<file path="src/rtl/data_mem_ctrl.sv">
`default_nettype none
// ============================================================================
// Module      : data_mem_ctrl
// Description : MEM-stage initiator for the word-wide data RAM. Turns byte,
//               halfword and word loads/stores into word-only RAM accesses.
//               Sub-word stores use read-modify-write. Loads are lane-extracted
//               and sign/zero extended. Big-endian: byte offset 0 = [31:24].
//               Optional alignment checking is enabled by defining
//               DATA_MEM_CTRL_ALIGN_CHECK_EN. Without it, the address bits below
//               the access size are ignored and misalign_o stays 0.
// Revision    : 1.0 - initial release
// ============================================================================
module data_mem_ctrl #(
    parameter int ADDR_W = 17
) (
    input  logic              clk,
    input  logic              rst,
    input  logic              req_i,
    input  logic [2:0]        op_i,
    input  logic [31:0]       addr_i,
    input  logic [31:0]       wdata_i,
    output logic [31:0]       rdata_o,
    output logic              done_o,
    output logic              misalign_o,
    output logic              stall_req_o,
    output logic              mem_ce_o,
    output logic              mem_we_o,
    output logic [ADDR_W-1:0] mem_addr_o,
    output logic [31:0]       mem_data_o,
    input  logic [31:0]       mem_data_i
);

    localparam logic [2:0] OP_LB  = 3'b000;
    localparam logic [2:0] OP_LH  = 3'b001;
    localparam logic [2:0] OP_LW  = 3'b010;
    localparam logic [2:0] OP_SB  = 3'b011;
    localparam logic [2:0] OP_LBU = 3'b100;
    localparam logic [2:0] OP_LHU = 3'b101;
    localparam logic [2:0] OP_SW  = 3'b110;
    localparam logic [2:0] OP_SH  = 3'b111;

    typedef enum logic [1:0] {
        S_IDLE = 2'd0,
        S_RD   = 2'd1,
        S_WR   = 2'd2,
        S_RESP = 2'd3
    } state_t;

    state_t              state_q;
    logic [2:0]          op_q;
    logic [ADDR_W+1:0]   addr_q;
    logic [31:0]         wdata_q;
    logic [31:0]         rbuf_q;
    logic                err_q;
    logic [31:0]         rdata_q;
    logic                done_q;

    logic                misalign_d;
    logic                store_q;
    logic [7:0]          byte_d;
    logic [15:0]         half_d;
    logic [31:0]         load_ext_d;
    logic [31:0]         wr_data_d;
    logic                unused_addr_hi;

    // Address bits above the RAM range select nothing.
    assign unused_addr_hi = ^addr_i[31:ADDR_W+2];

    // Alignment check on the incoming request (only meaningful in IDLE).
`ifdef DATA_MEM_CTRL_ALIGN_CHECK_EN
    always_comb begin
        misalign_d = 1'b0;
        case (op_i)
            OP_LH, OP_LHU, OP_SH: misalign_d = addr_i[0];
            OP_LW, OP_SW:         misalign_d = |addr_i[1:0];
            default:              misalign_d = 1'b0;
        endcase
    end
`else
    assign misalign_d = 1'b0;
`endif

    assign store_q = (op_q == OP_SB) || (op_q == OP_SH) || (op_q == OP_SW);

    // Lane extraction and extension of the RAM read word for loads.
    always_comb begin
        byte_d     = 8'h00;
        half_d     = 16'h0000;
        load_ext_d = mem_data_i;
        case (addr_q[1:0])
            2'b00:   byte_d = mem_data_i[31:24];
            2'b01:   byte_d = mem_data_i[23:16];
            2'b10:   byte_d = mem_data_i[15:8];
            default: byte_d = mem_data_i[7:0];
        endcase
        half_d = addr_q[1] ? mem_data_i[15:0] : mem_data_i[31:16];
        case (op_q)
            OP_LB:   load_ext_d = {{24{byte_d[7]}}, byte_d};
            OP_LBU:  load_ext_d = {24'h000000, byte_d};
            OP_LH:   load_ext_d = {{16{half_d[15]}}, half_d};
            OP_LHU:  load_ext_d = {16'h0000, half_d};
            default: load_ext_d = mem_data_i;
        endcase
    end

    // Write word: full store data for SW, otherwise rbuf with one lane replaced.
    always_comb begin
        wr_data_d = wdata_q;
        if (op_q == OP_SB) begin
            wr_data_d = rbuf_q;
            case (addr_q[1:0])
                2'b00:   wr_data_d[31:24] = wdata_q[7:0];
                2'b01:   wr_data_d[23:16] = wdata_q[7:0];
                2'b10:   wr_data_d[15:8]  = wdata_q[7:0];
                default: wr_data_d[7:0]   = wdata_q[7:0];
            endcase
        end else if (op_q == OP_SH) begin
            wr_data_d = addr_q[1] ? {rbuf_q[31:16], wdata_q[15:0]}
                                  : {wdata_q[15:0], rbuf_q[15:0]};
        end
    end

    // Access FSM with registered completion, error and load-result outputs.
    always_ff @(posedge clk) begin
        if (rst) begin
            state_q <= S_IDLE;
            op_q    <= 3'b000;
            addr_q  <= '0;
            wdata_q <= 32'h0;
            rbuf_q  <= 32'h0;
            err_q   <= 1'b0;
            rdata_q <= 32'h0;
            done_q  <= 1'b0;
        end else begin
            done_q <= 1'b0;
            case (state_q)
                S_IDLE: begin
                    if (req_i) begin
                        op_q    <= op_i;
                        addr_q  <= addr_i[ADDR_W+1:0];
                        wdata_q <= wdata_i;
                        err_q   <= misalign_d;
                        if (misalign_d) begin
                            state_q <= S_RESP;
                            done_q  <= 1'b1;
                        end else if (op_i == OP_SW) begin
                            state_q <= S_WR;
                        end else begin
                            state_q <= S_RD;
                        end
                    end
                end
                S_RD: begin
                    rbuf_q <= mem_data_i;
                    if (store_q) begin
                        state_q <= S_WR;
                    end else begin
                        state_q <= S_RESP;
                        done_q  <= 1'b1;
                        rdata_q <= load_ext_d;
                    end
                end
                S_WR: begin
                    state_q <= S_RESP;
                    done_q  <= 1'b1;
                end
                default: begin
                    // RESP: request input is ignored; error flag lives one cycle.
                    state_q <= S_IDLE;
                    err_q   <= 1'b0;
                end
            endcase
        end
    end

    // RAM strobes follow the state; reset suppresses a write in flight.
    always_comb begin
        mem_ce_o   = !rst && ((state_q == S_RD) || (state_q == S_WR));
        mem_we_o   = !rst && (state_q == S_WR);
        mem_addr_o = mem_ce_o ? addr_q[ADDR_W+1:2] : '0;
        mem_data_o = mem_ce_o ? wr_data_d : 32'h0;
    end

    assign stall_req_o = ((state_q == S_IDLE) && req_i) ||
                         (state_q == S_RD) || (state_q == S_WR);
    assign rdata_o     = rdata_q;
    assign done_o      = done_q;
    assign misalign_o  = err_q;

endmodule
`default_nettype wire

</file>
<file path="config.mk">
export PLATFORM = sky130hd
export DESIGN_NAME = data_mem_ctrl
export DESIGN_NICKNAME = d
export VERILOG_FILES = /design/src/rtl/data_mem_ctrl.sv
export SDC_FILE = /design/constraint.sdc
export NUM_CORES = 1
export LEC_CHECK = 0
export ABC_AREA = 1
export CAP_MARGIN = 40
export CORE_ASPECT_RATIO = 0.5
export CORE_UTILIZATION = 44
export CTS_BUF_LIST = sky130_fd_sc_hd__clkbuf_4 sky130_fd_sc_hd__clkbuf_8
export CTS_CLUSTER_DIAMETER = 120
export DETAILED_ROUTE_END_ITERATION = 8
export MAX_ROUTING_LAYER = met4
export PLACE_DENSITY = 0.9
export SLEW_MARGIN = 10
export SYNTH_ARGS = -nofsm -noshare
export SYNTH_HDL_FRONTEND = slang
export SYNTH_SLANG_ARGS = --single-unit
</file>
<file path="constraint.sdc">
create_clock -name clk -period 1.7 [get_ports clk]
set_input_delay 0.34 -clock clk [delete_from_list [all_inputs] [get_ports clk]]
set_output_delay 0.34 -clock clk [all_outputs]
set_load 0.02 [all_outputs]
</file>
# Word-level counts from Yosys, hierarchy flattened
# Cells that the tools add are included.
# totals
regBits	122
inputBits	102
word_cells	59
# classes
bitwise_logic	2
mux	20
n_reduce_logical	17
n_eq_ne	12
# ops
cell	n
32-bit two-way mux	4
32-bit case mux with 4 select lines	1
8-bit two-way mux	4
8-bit case mux with 3 select lines	1
17-bit two-way mux	1
16-bit two-way mux	1
3-bit == test (second input constant)	5
2-bit case mux with 3 select lines	1
2-bit AND reduction	3
1-bit logical OR	5
2-bit by 1-bit == test with 1-bit output (second input constant)	2
2-bit == test (second input constant)	2
2-bit logical NOT	2
2-bit two-way mux	2
1-bit case mux with 2 select lines	2
3-bit by 1-bit == test with 1-bit output (second input constant)	1
3-bit by 2-bit == test with 1-bit output (second input constant)	1
1-bit logical AND	3
3-bit logical NOT	1
1-bit two-way mux	3
3-bit OR reduction	1
2-bit != test (second input constant)	1
1-bit inverter	2
2-bit OR reduction	1
1-bit logical NOT	1

# Logic depth before layout (Yosys ltp)
# logic_depth
depth_word	5
depth_mapped	9
depth_no_buf	7

# Worst setup path before layout
# No wires, ideal clock.
# synth_path
kind	register to output
startpoint	register state_q[0]
endpoint	output mem_data_o[1]
required_ps	1360
path_buffers	2
arrival_time_ps	1775
path_stages_with_launch	9
setup_slack_ps	-415
path_cell_list	dfxtp_1 > inv_1 > ha_1 > inv_1 > nor2_1 > clkbuf_1 > buf_2 > nand2_1 > a21oi_1
# synth_between
elab_chain_cells	4
word_cells_on_any_way	5
classes_between	eq/ne (2); mux (1); reduce/logical (2)
# synth_lines
item	line	rtl
from (decl)	49	state_t state_q;
from (signal assigned)	126	state_q <= S_IDLE;
from (signal assigned)	144	state_q <= S_RESP;
from (signal assigned)	147	state_q <= S_WR;
2-bit by 1-bit == test with 1-bit output or 2-bit == test (tied branches)	178	mem_ce_o = !rst && ((state_q == S_RD) || (state_q == S_WR));
1-bit logical OR *	178	
1-bit logical AND *	178	
named net mem_ce_o	26	output logic mem_ce_o,
32-bit two-way mux *	181	mem_data_o = mem_ce_o ? wr_data_d : 32'h0;
to (decl)	29	output logic [31:0] mem_data_o,
# The timed path passes the listed nets; every way through them passes the cells marked *.

# Worst setup path after layout
# layout_path
startpoint	register state_q[0]
endpoint	output mem_addr_o[15]
# layout_between
elab_chain_cells	4
word_cells_on_any_way	5
classes_between	eq/ne (2); mux (1); reduce/logical (2)
# layout_lines
item	line	rtl
2-bit by 1-bit == test with 1-bit output or 2-bit == test (tied branches)	178	
1-bit logical OR *	178	
1-bit logical AND *	178	
17-bit two-way mux *	180	mem_addr_o = mem_ce_o ? addr_q[ADDR_W+1:2] : '0;
to (decl)	28	output logic [ADDR_W-1:0] mem_addr_o,
# Every way passes the cells marked *; elsewhere a longest branch is shown, timed or not.

==> flow_summary.toml <==
[run_status]
status = "finished with violations"
violations = "setup timing"

[route]
ant_nets = 0
num_vias = 8319
first_pass_iters = 7
viasPerCell = 5.88
drt-initial-drc-count = 1306
wl_per_cell_um = 20.1
drcViolationCount = 0
wl_um = 28400

[synthesis]
synth_flop_cell = "dfxtp_1"
syn_area_mm2 = 0.00633
syn_nets = 1043
yosys.area.top_type_share_pct = 38.2
yosys.area_share.simple_pct = 18.5
synth_seq_cells = 121
synth_xor_area_share_pct = 0
ys_warn_count = 0
yosysUniqueCellTypes = 35
syn_inst = 937
synth_edf_count = 0
synth_top_family_by_area = "compound AO/OA/AOI/OAI gates"
ys_top_cells_by_area = "dfxtp_1 38%, o21ai_0 13%, a21oi_1 9.4%, nor2_1 7.2%, nand2_1 6.6%"
yosys.area_share.adder_pct = 0.790
synth_compound_area_share_pct = 31.1
yosys.area.top_type = "dfxtp_1"
seq_area_frac_synth_pct = 38.2
synth.avg_cell_area_um2 = 6.76
synth_commonest_cells = "170 x o21ai_0, 121 x dfxtp_1, 121 x nor2_1"
synthMuxAreaShare_pct = 0
synth.most_common_cell = "o21ai_0"
synthArstFlopShare_pct = 0

[floorplanning]
start_util_pct = 45.9
core_mm2 = 0.0138
die_w_um = 172
dieHeight_um = 86.8
num_rows = 30
die_area_mm2 = 0.0149
io_pins = 188

[cts]
tritoncts = "done"
cts.sinks = 121
cts-root-buf = "clkbuf_8"
htreeDepth = 4
postCtsHoldBufs = 0
clk_latency_ns = 0.46
clkTransAtPathRegs_ns = 0.08
cts.path.max_buffers = 2
cts_made_buffers = 17

[critical_path]
cp_max_fo = 8
cp.required_ns = 1.36
path_class = "flip-flop to output pin"
slowest_delay_ns = 0.35
crit_path_top_delay_cell = "dfxtp_2"
arrival_ns = 2.15
startpoint_type = "flip-flop"
end_kind = "output pin"
crit_chain = "inv_2 -> ha_4 -> inv_4 -> nor2_4 -> buf_4 -> inv_2 -> buf_12 -> buf_6 -> nor2_1 -> buf_4"

[layout]
design_area_mm2 = 0.0107
fill_cells = 958
syn_to_final_growth_pct = 68.2
drive_gt1_share_pct = 29.6
nets = 1315
final_util_pct = 77.1

[sta]
clock_skew_ns = 0.0137
setup_viol = 68
fin_crit_ns = 2.49
slew_violations = 0
holdWs_ns = 0.460
fmax_ghz = 0.402
post-route-period-util_pct = 146
hold_viol_final = 0
worst_slack_ns = -0.788
rsz0062_at_grt = "true"

[place]
gp_congestion = 0.947
post_dp_cell_area_mm2 = 0.00942
place_hpwl_um = 17800
numPortBuffers = 173

[global_route]
antenna_found_initial = 0
grt_usage_pct = 36.7
overflow = 0
grt_pass1_vias = 7492
grt_max_degree = 62
grt_pass1_wl_um = 39900

[run]
drv_cap = 0

[power_and_ir_drop]
max-vdd-ir-drop_mv = 0.961
p_leak_nw = 4.64
cellPowerDensity_mw_per_mm2 = 1720

[hold_path]
holdCritPathClass = "flip-flop to flip-flop"
registers in the layout, indices dropped and copies added, names as in the netlist:
signal and cells:
wdata_q 32, rdata_o 32, rbuf_q 32, op_q 3, addr_q 19, done_o 1, state_q 2
final timing paths:
path                    from             end  slack (ns)  cells past startpoint
setup / recovery  state_q[0]  mem_addr_o[15]       -0.79                     10
hold reg to reg   addr_q[16]      addr_q[16]        0.46                      2
hold / removal    addr_q[16]      addr_q[16]        0.46                      2
setup reg to reg  state_q[1]     rdata_o[21]       -0.06                     11
cells by family after synthesis:
| kind of cell | count (synthesis) |
|---|---|
| AOI/OAI and AO/OA | 363 |
| adders and majority gates | 4 |
| buffers and inverters | 172 |
| DFF | 121 |
| other | 1 |
| and+or+nand+nor | 276 |
critical path, delay by kind of cell (launching register included):
kind / cells / cell delay [ns]
AND/OR/NAND/NOR: 2 / 0.28
adder cells (fa/ha/maj): 1 / 0.32
buffers and inverters: 7 / 0.73
flip-flops: 1 / 0.35
where the power goes:
part	leakage (nW)	switching [mW]	internal, mW	total [mW]
logic	3.42	6.04	4.71	10.7
registers	1.00	0.729	3.87	4.60
clock network	0.216	1.34	1.60	2.94
total	4.64	8.11	10.2	18.3
cell usage in the layout, fill, tap and decap left out, drive strengths merged, types with 4 or more instances in the layout:
master and n:
bufinv 4, or2 4, nor2 124, nand3 15
ha 4, o21ai 180, nand4 10, a31oi 10
dfxtp 121, buf 198, nand2 117, inv 102
o221ai 4, o21bai 16, dlygate4sd2 33, clkinv 8
clkdlybuf4s50 88, a21oi 119, o21a 8, a21o 7
clkbuf 21, nor3 6, o211ai 19
final cells by class:
type / count / area, um^2 / area share [%]
clock inverter: 14 / 199 / 1.87
timing repair buffer: 323 / 3280 / 30.8
inverter: 101 / 407 / 3.82
clock buffer: 17 / 234 / 2.20
antenna: 1 / 2.50 / 0.0235
tap: 192 / 240 / 2.25
sequential: 121 / 2430 / 22.8
multi-input combinational: 645 / 3860 / 36.2
metrics by stage:
stage	instances	setup slack, ns	total power, mW	TNS, ns
global route	1413	-0.828	19.1	-38.71
CTS	1392	-0.660	16.7	-27.92
finish	1414	-0.788	18.3	-34.70
global placement	1343	-0.691	12.7	-33.09
floorplan	937	-0.0600	9.42	-0.710
detailed placement	1343	-0.721	13.0	-36.74
what timing repair did:
action,4_1_cts,5_1_grt
endpoints found under the setup margin,109,116
resized for setup,380,82
buffers inserted,17,17
gates cloned,2,7
pin swaps,3,20
per-layer routing:
layer	track usage (%)	vias to the layer above	routed length [um]
li1	-	3664	-
met1	45.7	3858	10700
met2	58.2	633	12800
met3	7.72	164	3480
met4	14.9	0	1380
met5	-	-	0
No activity file was read; power rests on OpenSTA's default activity.
